`src/rtl/metronome_arm_sequencer.sv`:
```
// -----------------------------------------------------------------------------
// metronome_arm_sequencer
//
// Purpose:
//   Drives the address port of the metronome arm ROM. The arm is animated by
//   sweeping ROM entries 0..ADDR_MAX and back, one full sweep per beat. The
//   sweep rate comes from a phase accumulator fed by the clamped tempo. The
//   ROM's registered output is captured and presented as the arm-tip
//   coordinates, and a one-cycle beat pulse marks each sweep endpoint.
//
// Ports:
//   clk          system clock
//   reset        synchronous, active-high reset
//   run          1 = swing, 0 = return to rest (CENTER_ADDR) and stop
//   bpm[8:0]     tempo in beats per minute, clamped to [BPM_MIN, BPM_MAX]
//   frame_start  (only with METRO_VSYNC_LATCH_EN) one-cycle pulse per frame
//   rom_addr     registered ROM address
//   rom_q        ROM data, valid one clock after rom_addr is sampled
//   arm_x/arm_y  registered arm-tip coordinates (rom_q[18:9] / rom_q[8:0])
//   arm_valid    one-cycle pulse when arm_x/arm_y update
//   beat         one-cycle pulse when the sweep lands on 0 or ADDR_MAX
//   swinging     high while in the SWING state
//
// Optional feature:
//   METRO_VSYNC_LATCH_EN - when defined, captured ROM data is held in a
//   pending register and only presented on a frame_start cycle.
// -----------------------------------------------------------------------------
module metronome_arm_sequencer #(
  parameter int unsigned CLK_HZ      = 50000000,
  parameter int unsigned ADDR_WIDTH  = 7,
  parameter int unsigned DATA_WIDTH  = 19,
  parameter int unsigned CENTER_ADDR = 64,
  parameter int unsigned BPM_MIN     = 30,
  parameter int unsigned BPM_MAX     = 300
) (
  input  logic                  clk,
  input  logic                  reset,
  input  logic                  run,
  input  logic [8:0]            bpm,
`ifdef METRO_VSYNC_LATCH_EN
  input  logic                  frame_start,
`endif
  output logic [ADDR_WIDTH-1:0] rom_addr,
  input  logic [DATA_WIDTH-1:0] rom_q,
  output logic [9:0]            arm_x,
  output logic [8:0]            arm_y,
  output logic                  arm_valid,
  output logic                  beat,
  output logic                  swinging
);

  localparam logic [ADDR_WIDTH-1:0] ADDR_MAX  = {ADDR_WIDTH{1'b1}};
  localparam logic [ADDR_WIDTH-1:0] ADDR_ZERO = {ADDR_WIDTH{1'b0}};
  localparam logic [ADDR_WIDTH-1:0] ADDR_ONE  = ADDR_WIDTH'(1);
  localparam logic [ADDR_WIDTH-1:0] CENTER    = ADDR_WIDTH'(CENTER_ADDR);
  localparam logic [8:0]            BPM_LO    = 9'(BPM_MIN);
  localparam logic [8:0]            BPM_HI    = 9'(BPM_MAX);
  // Accumulator threshold for one address step; one sweep is ADDR_MAX steps.
  localparam logic [63:0] STEP_DIV =
    (64'(CLK_HZ) * 64'd60) / ((64'd1 << ADDR_WIDTH) - 64'd1);

  typedef enum logic [1:0] {
    ST_IDLE  = 2'd0,
    ST_SWING = 2'd1,
    ST_HOME  = 2'd2
  } state_t;

  state_t                  state_q, state_d;
  logic [ADDR_WIDTH-1:0]   rom_addr_q, rom_addr_d;
  logic                    dir_q, dir_d;
  logic [31:0]             acc_q, acc_d;
  logic                    pend_q, pend_d;
  logic                    fetch1_q, fetch1_d;
  logic                    fetch2_q, fetch2_d;
  logic [9:0]              arm_x_q, arm_x_d;
  logic [8:0]              arm_y_q, arm_y_d;
  logic                    arm_valid_q, arm_valid_d;
  logic                    beat_q, beat_d;
  logic                    swinging_q, swinging_d;

  logic [8:0]              bpm_c_s;
  logic [63:0]             sum_s;
  logic [31:0]             acc_next_s;
  logic                    step_s;
  logic                    req_s;
  logic                    move_s;
  logic [ADDR_WIDTH-1:0]   swing_tgt_s;
  logic [ADDR_WIDTH-1:0]   home_tgt_s;

  // Tempo clamp and phase accumulator.
  always_comb begin
    bpm_c_s    = bpm;
    step_s     = 1'b0;
    acc_next_s = acc_q;
    if (bpm < BPM_LO) begin
      bpm_c_s = BPM_LO;
    end else if (bpm > BPM_HI) begin
      bpm_c_s = BPM_HI;
    end else begin
      bpm_c_s = bpm;
    end
    sum_s = 64'(acc_q) + 64'(bpm_c_s);
    if (state_q == ST_IDLE) begin
      acc_next_s = 32'd0;
    end else if (sum_s >= STEP_DIV) begin
      step_s     = 1'b1;
      acc_next_s = 32'(sum_s - STEP_DIV);
    end else begin
      acc_next_s = 32'(sum_s);
    end
  end

  // Next-state, address stepping and beat generation.
  always_comb begin
    state_d     = state_q;
    rom_addr_d  = rom_addr_q;
    dir_d       = dir_q;
    acc_d       = acc_next_s;
    pend_d      = 1'b0;
    beat_d      = 1'b0;
    move_s      = 1'b0;
    // A step arriving while the previous address is still being fetched is
    // remembered and applied on the first clock the fetch allows it.
    req_s       = step_s | pend_q;
    swing_tgt_s = dir_q ? (rom_addr_q - ADDR_ONE) : (rom_addr_q + ADDR_ONE);
    home_tgt_s  = (rom_addr_q > CENTER) ? (rom_addr_q - ADDR_ONE)
                                        : (rom_addr_q + ADDR_ONE);
    case (state_q)
      ST_IDLE: begin
        if (run) begin
          state_d = ST_SWING;
        end else begin
          state_d = ST_IDLE;
        end
      end
      ST_SWING: begin
        if (!run) begin
          state_d = ST_HOME;
          pend_d  = req_s;
        end else if (req_s && !fetch1_q) begin
          move_s     = 1'b1;
          rom_addr_d = swing_tgt_s;
          if ((swing_tgt_s == ADDR_MAX) || (swing_tgt_s == ADDR_ZERO)) begin
            beat_d = 1'b1;
            dir_d  = ~dir_q;
          end else begin
            beat_d = 1'b0;
          end
        end else begin
          pend_d = req_s;
        end
      end
      ST_HOME: begin
        if (run) begin
          state_d = ST_SWING;
          pend_d  = req_s;
        end else if (rom_addr_q == CENTER) begin
          state_d = ST_IDLE;
          dir_d   = 1'b0;
          acc_d   = 32'd0;
        end else if (req_s && !fetch1_q) begin
          move_s     = 1'b1;
          rom_addr_d = home_tgt_s;
          if (home_tgt_s == CENTER) begin
            state_d = ST_IDLE;
            dir_d   = 1'b0;
            acc_d   = 32'd0;
          end else begin
            state_d = ST_HOME;
          end
        end else begin
          pend_d = req_s;
        end
      end
      default: begin
        state_d = ST_IDLE;
        dir_d   = 1'b0;
        acc_d   = 32'd0;
      end
    endcase
    // Fetch pipeline: address changes at E0, ROM samples at E1, capture at E2.
    fetch1_d   = move_s;
    fetch2_d   = fetch1_q;
    swinging_d = (state_d == ST_SWING);
  end

`ifdef METRO_VSYNC_LATCH_EN
  logic [9:0] lat_x_q, lat_x_d;
  logic [8:0] lat_y_q, lat_y_d;
  logic       dirty_q, dirty_d;

  // Capture into the frame latch; present only on frame_start.
  always_comb begin
    arm_x_d     = arm_x_q;
    arm_y_d     = arm_y_q;
    arm_valid_d = 1'b0;
    lat_x_d     = lat_x_q;
    lat_y_d     = lat_y_q;
    dirty_d     = dirty_q;
    if (fetch2_q && frame_start) begin
      // Fresh capture on a frame boundary wins over anything pending.
      arm_x_d     = rom_q[18:9];
      arm_y_d     = rom_q[8:0];
      arm_valid_d = 1'b1;
      dirty_d     = 1'b0;
    end else if (fetch2_q) begin
      lat_x_d = rom_q[18:9];
      lat_y_d = rom_q[8:0];
      dirty_d = 1'b1;
    end else if (frame_start && dirty_q) begin
      arm_x_d     = lat_x_q;
      arm_y_d     = lat_y_q;
      arm_valid_d = 1'b1;
      dirty_d     = 1'b0;
    end else begin
      dirty_d = dirty_q;
    end
  end

  // Frame latch registers.
  always_ff @(posedge clk) begin
    if (reset) begin
      lat_x_q <= 10'd0;
      lat_y_q <= 9'd0;
      dirty_q <= 1'b0;
    end else begin
      lat_x_q <= lat_x_d;
      lat_y_q <= lat_y_d;
      dirty_q <= dirty_d;
    end
  end
`else
  // Capture ROM data straight into the outputs at the end of a fetch.
  always_comb begin
    arm_x_d     = arm_x_q;
    arm_y_d     = arm_y_q;
    arm_valid_d = 1'b0;
    if (fetch2_q) begin
      arm_x_d     = rom_q[18:9];
      arm_y_d     = rom_q[8:0];
      arm_valid_d = 1'b1;
    end else begin
      arm_valid_d = 1'b0;
    end
  end
`endif

  // Main state and output registers; reset schedules a fetch of the rest entry.
  always_ff @(posedge clk) begin
    if (reset) begin
      state_q     <= ST_IDLE;
      rom_addr_q  <= CENTER;
      dir_q       <= 1'b0;
      acc_q       <= 32'd0;
      pend_q      <= 1'b0;
      fetch1_q    <= 1'b1;
      fetch2_q    <= 1'b0;
      arm_x_q     <= 10'd0;
      arm_y_q     <= 9'd0;
      arm_valid_q <= 1'b0;
      beat_q      <= 1'b0;
      swinging_q  <= 1'b0;
    end else begin
      state_q     <= state_d;
      rom_addr_q  <= rom_addr_d;
      dir_q       <= dir_d;
      acc_q       <= acc_d;
      pend_q      <= pend_d;
      fetch1_q    <= fetch1_d;
      fetch2_q    <= fetch2_d;
      arm_x_q     <= arm_x_d;
      arm_y_q     <= arm_y_d;
      arm_valid_q <= arm_valid_d;
      beat_q      <= beat_d;
      swinging_q  <= swinging_d;
    end
  end

  assign rom_addr  = rom_addr_q;
  assign arm_x     = arm_x_q;
  assign arm_y     = arm_y_q;
  assign arm_valid = arm_valid_q;
  assign beat      = beat_q;
  assign swinging  = swinging_q;

endmodule

```
`config.mk`:
```
export PLATFORM = sky130hd
export DESIGN_NAME = metronome_arm_sequencer
export DESIGN_NICKNAME = d
export VERILOG_FILES = /design/src/rtl/metronome_arm_sequencer.sv
export SDC_FILE = /design/constraint.sdc
export NUM_CORES = 1
export LEC_CHECK = 0
export ABC_AREA = 1
export CORE_ASPECT_RATIO = 1.5
export CORE_MARGIN = 1
export CORE_UTILIZATION = 45
export CTS_CLUSTER_SIZE = 25
export DETAILED_ROUTE_END_ITERATION = 7
export PLACE_DENSITY = 0.66
export SYNTH_ARGS = -nofsm -noshare
export SYNTH_HDL_FRONTEND = slang
export SYNTH_SLANG_ARGS = --single-unit
```
`constraint.sdc`:
```
create_clock -name clk -period 8.4 [get_ports clk]
set_clock_uncertainty 0.05 [all_clocks]
set_input_delay 1.68 -clock clk [delete_from_list [all_inputs] [get_ports clk]]
set_output_delay 1.68 -clock clk [all_outputs]
set_load 0.01 [all_outputs]
```
==> summary.md <==
| Metric | Value |
|---|---|
| CTS Root Cell | `clkbuf_16` |
| RSZ-0062 raised after global routing | `false` |
| Synthesized area per cell | `~6.3 um^2` |
| Diode count | `0` |
| Synth top area cells | `dfxtp_1, nand2_1, inv_1` |
| Setup TNS | `0 ps` |
| Hold Crit Class | `reg2reg` |
| R2r startpoint | `acc_q[0]` |
| Hold Crit Depth | `2` |
| Worst-Skew Late Latency | `330 ps` |
| Clock power frac | `between 40% and 50%` |
| Switching power total | `roughly 0.22 mW` |
| CP arrival | `between 6000 and 7000 ps` |
| Data required time at the worst endpoint | `8540 ps` |
| Post-DRT Antenna Nets | `0` |
| Largest net degree at the start of global routing | `34` |
| Adder-cell share of the synthesized area | `under 10%` |
| Routed WL | `14360 um` |
| TritonCTS clock tree | `yes` |
| Worst Setup Path Type | `in2reg` |
| Internal | `~0.60 mW` |
| Clock sinks | `between 60 and 70` |
| Final min period | `between 6000 and 7000 ps` |
| Switching portion of total power | `~27%` |
| Xor-xnor portion of the synthesized cell area | `under 10%` |
| Met2 Track Usage GR | `between 40% and 50%` |
| Die height | `around 140 um` |
| Setup WS pre-CTS | `1738 ps` |
| IO buf count | `59` |
| GRT Residual Overflow | `0` |
| Gr usage total | `between 20% and 30%` |
| Overall power | `0.8187 mW` |
| Hold buffers post-CTS | `0` |
| M1 GR Usage | `roughly 27%` |
| Hold_ws | `roughly 440 ps` |
| Final setup vio count | `0` |
| Initial Util | `between 40% and 50%` |
| Area of the core | `0.01208 mm^2` |
| Max-cap viol count | `0` |
| Post-DP HPWL | `approximately 11000 um` |
| Num ports | `60` |
| Die width | `just over 90 um` |
| Reg power frac | `about two fifths` |
| Row count | `around 50` |
| First-pass GRT wire length | `~24000 um` |
| Yosys cell types | `43` |
| Ys async rst share | `0%` |
| Reg2reg end | `acc_q[31]` |
| FF-to-FF setup slack | `4320 ps` |
| Vias per cell | `~5` |
| Mapped Cells | `around 900` |
| Die ar. | `around 0.013 mm^2` |
| Post-synth EDFFs | `0` |
| Routability cong. | `a little over 0.9` |
| GR peak layer | `met2` |
| Post-synthesis cell type with the largest combined area | `dfxtp_1` |
| Slew Viols, Final | `0` |
| Count leader, synth | `nand2_1` |
| Antenna violations before repair | `0` |
| Vias in the first global route | `5327` |
| Power Density | `124.8 mW/mm^2` |
| Comb power frac | `16.0%` |
| Worst-path clk slew | `around 50 ps` |
| Critical Path Sink Type | `register` |
| Area Growth Syn to Fin | `17.02%` |
| Crit-path max FO | `33` |
| Via count | `between 5000 and 6000` |
| Synth Register Bits | `67` |
| Crit path launch type | `input port` |
| Final nets | `989` |
| Slew margin rel. | `around two fifths` |
| Worst Hold End | `arm_x[2]` |
| CTS H-tree lvls | `3` |
| CTS resizes | `0` |
| Drt first-iter violations | `approximately 330` |
| Simple logic cell fraction of the synthesized area | `48.77%` |
| Layout cell share with drive strength beyond 1 | `around an eighth` |
| Post-synthesis mux area share | `0%` |
| FMAX | `159.2 MHz` |
| Clk buf depth | `2` |
| Final hold viol count | `0` |
| Reg area | `0.001341 mm^2` |
| Final critical-path share of the clock period | `around three quarters` |
| Seq/Total Area, Yosys | `a little under a quarter` |
| Status | `finished clean` |
| Synth Area in Compound Gates | `just under 7%` |
| GR Layer Usage met3 | `about 3.8%` |
| DRC Markers | `0` |
| Min-delay src | `arm_x[2]` |
| DR pass1 iterations | `4` |
| Routed wire per std cell | `about 13 um` |
| Mapped Area | `about 0.0056 mm^2` |
| Multi-input logic area | `around 0.0037 mm^2` |
| Leakage | `~2.9 nW` |
| Largest family of logic cells by synthesized area | `simple AND/OR/NAND/NOR gates` |
| Ys Warns | `0` |
| Post-Syn Nets | `934` |
| Slew @ Worst Pin | `a little over 900 ps` |
| Main synth FF type | `dfxtp_1` |
| Yosys top cell area share | `between 20% and 30%` |
| Reg2reg path depth | `23` |
| Post-route setup slack | `2118 ps` |
| Final Util | `around 54%` |
| Layout fillers | `about 1200` |
| Total CTS buffers | `9` |
| Top cells by instance count after synthesis | `nand2_1, inv_1, nor2_1` |
| IR drop worst, VDD | `~0.11 mV` |
| Setup Buffers After CTS | `0` |
power groups by stage:
stage               Combinational [mW]  Clock (mW)  Sequential, mW
floorplan                       0.0866           0           0.342
global placement                 0.131           0           0.341
detailed placement               0.131           0           0.341
CTS                              0.132       0.364           0.335
global route                     0.146       0.379           0.336
finish                           0.131       0.353           0.335
worst max-delay path by stage:
stage / from / to / slack [ps] / cells after the start
2_1_floorplan: bpm[4] / acc_q[6] / 3420 / 27
3_3_place_gp: bpm[4] / acc_q[31] / 1850 / 28
3_5_place_dp: bpm[4] / acc_q[31] / 1740 / 28
4_1_cts: bpm[4] / acc_q[31] / 2080 / 28
5_1_grt: bpm[4] / acc_q[31] / 1650 / 29
6_report: bpm[4] / acc_q[31] / 2120 / 28
sequential cells by signal, summed over array words and instances (netlist names), 2 cells and up:
| name | cells |
|---|---|
| state_q | 2 |
| arm_x | 10 |
| arm_y | 9 |
| acc_q | 32 |
| rom_addr | 7 |
worst max-delay path: stages:
cell	delay, ps
clkdlybuf4s50_1	450
inv_1	60
nor4_1	270
nor2_1	100
nor3b_1	230
ha_1	280
inv_1	70
fa_1	380
inv_1	130
nand3_1	100
nand2_1	120
nand3_1	120
nand3_2	160
nand3_1	90
nand2_1	160
nand2_1	80
nor2_1	160
nand2_1	70
nor2_1	120
nand2_1	100
nand3_4	330
nand2_4	90
nand2_4	90
nand3_2	60
nand2_1	80
nand2_2	60
nand2_4	670
nor2_1	70
stage by stage:
step	instances	instance area (um^2)
after floorplan	886	5608
after global placement	1083	6281
after detailed placement	1083	6281
after CTS	1099	6563
after global routing	1099	6563
final	1099	6563
routing by layer:
layer	part of all wire, %	routed length [um]
met1	43	6105
met2	51	7356
met3	3.6	523
met4	2.6	371
met5	0	0
cells in the final DEF (no fill, tap or decap), types with 2 or more instances in the layout:
cell type,count
a21oi_1,15
and2_1,3
and3_1,2
clkbuf_16,9
clkbuf_8,2
clkdlybuf4s50_1,59
clkinv_1,3
clkinv_2,2
clkinvlp_4,2
dfxtp_1,67
ha_1,16
inv_1,103
inv_2,16
nand2_1,252
nand2_2,17
nand2_4,5
nand3_1,68
nand3_2,6
nand3b_1,9
nand4_1,23
nor2_1,103
nor2_2,13
nor2_4,33
nor3_1,12
nor3_2,4
nor4_1,2
o211ai_1,3
o21ai_0,38
o21bai_1,2
o31ai_1,2
xnor2_1,10
xor2_1,31
cell families (layout without fill, tap and decap cells):
kind of cell    Yosys count  count (layout)
simple gates            555             555
buf+inv                 138             198
compound gates           68              68
flops                    67              67
xor+xnor                 41              41
fa+ha+maj                17              17
layout make-up:
cell class,instances,share of cell area [%]
multi-input cells,681,56.28
flip-flops and latches,67,20.44
repair buffers,59,8.999
inverters,123,7.073
clock buffers,12,3.908
well taps,153,2.917
clock inverters,4,0.3813
Note: power is estimated with default switching activity, not from simulation.
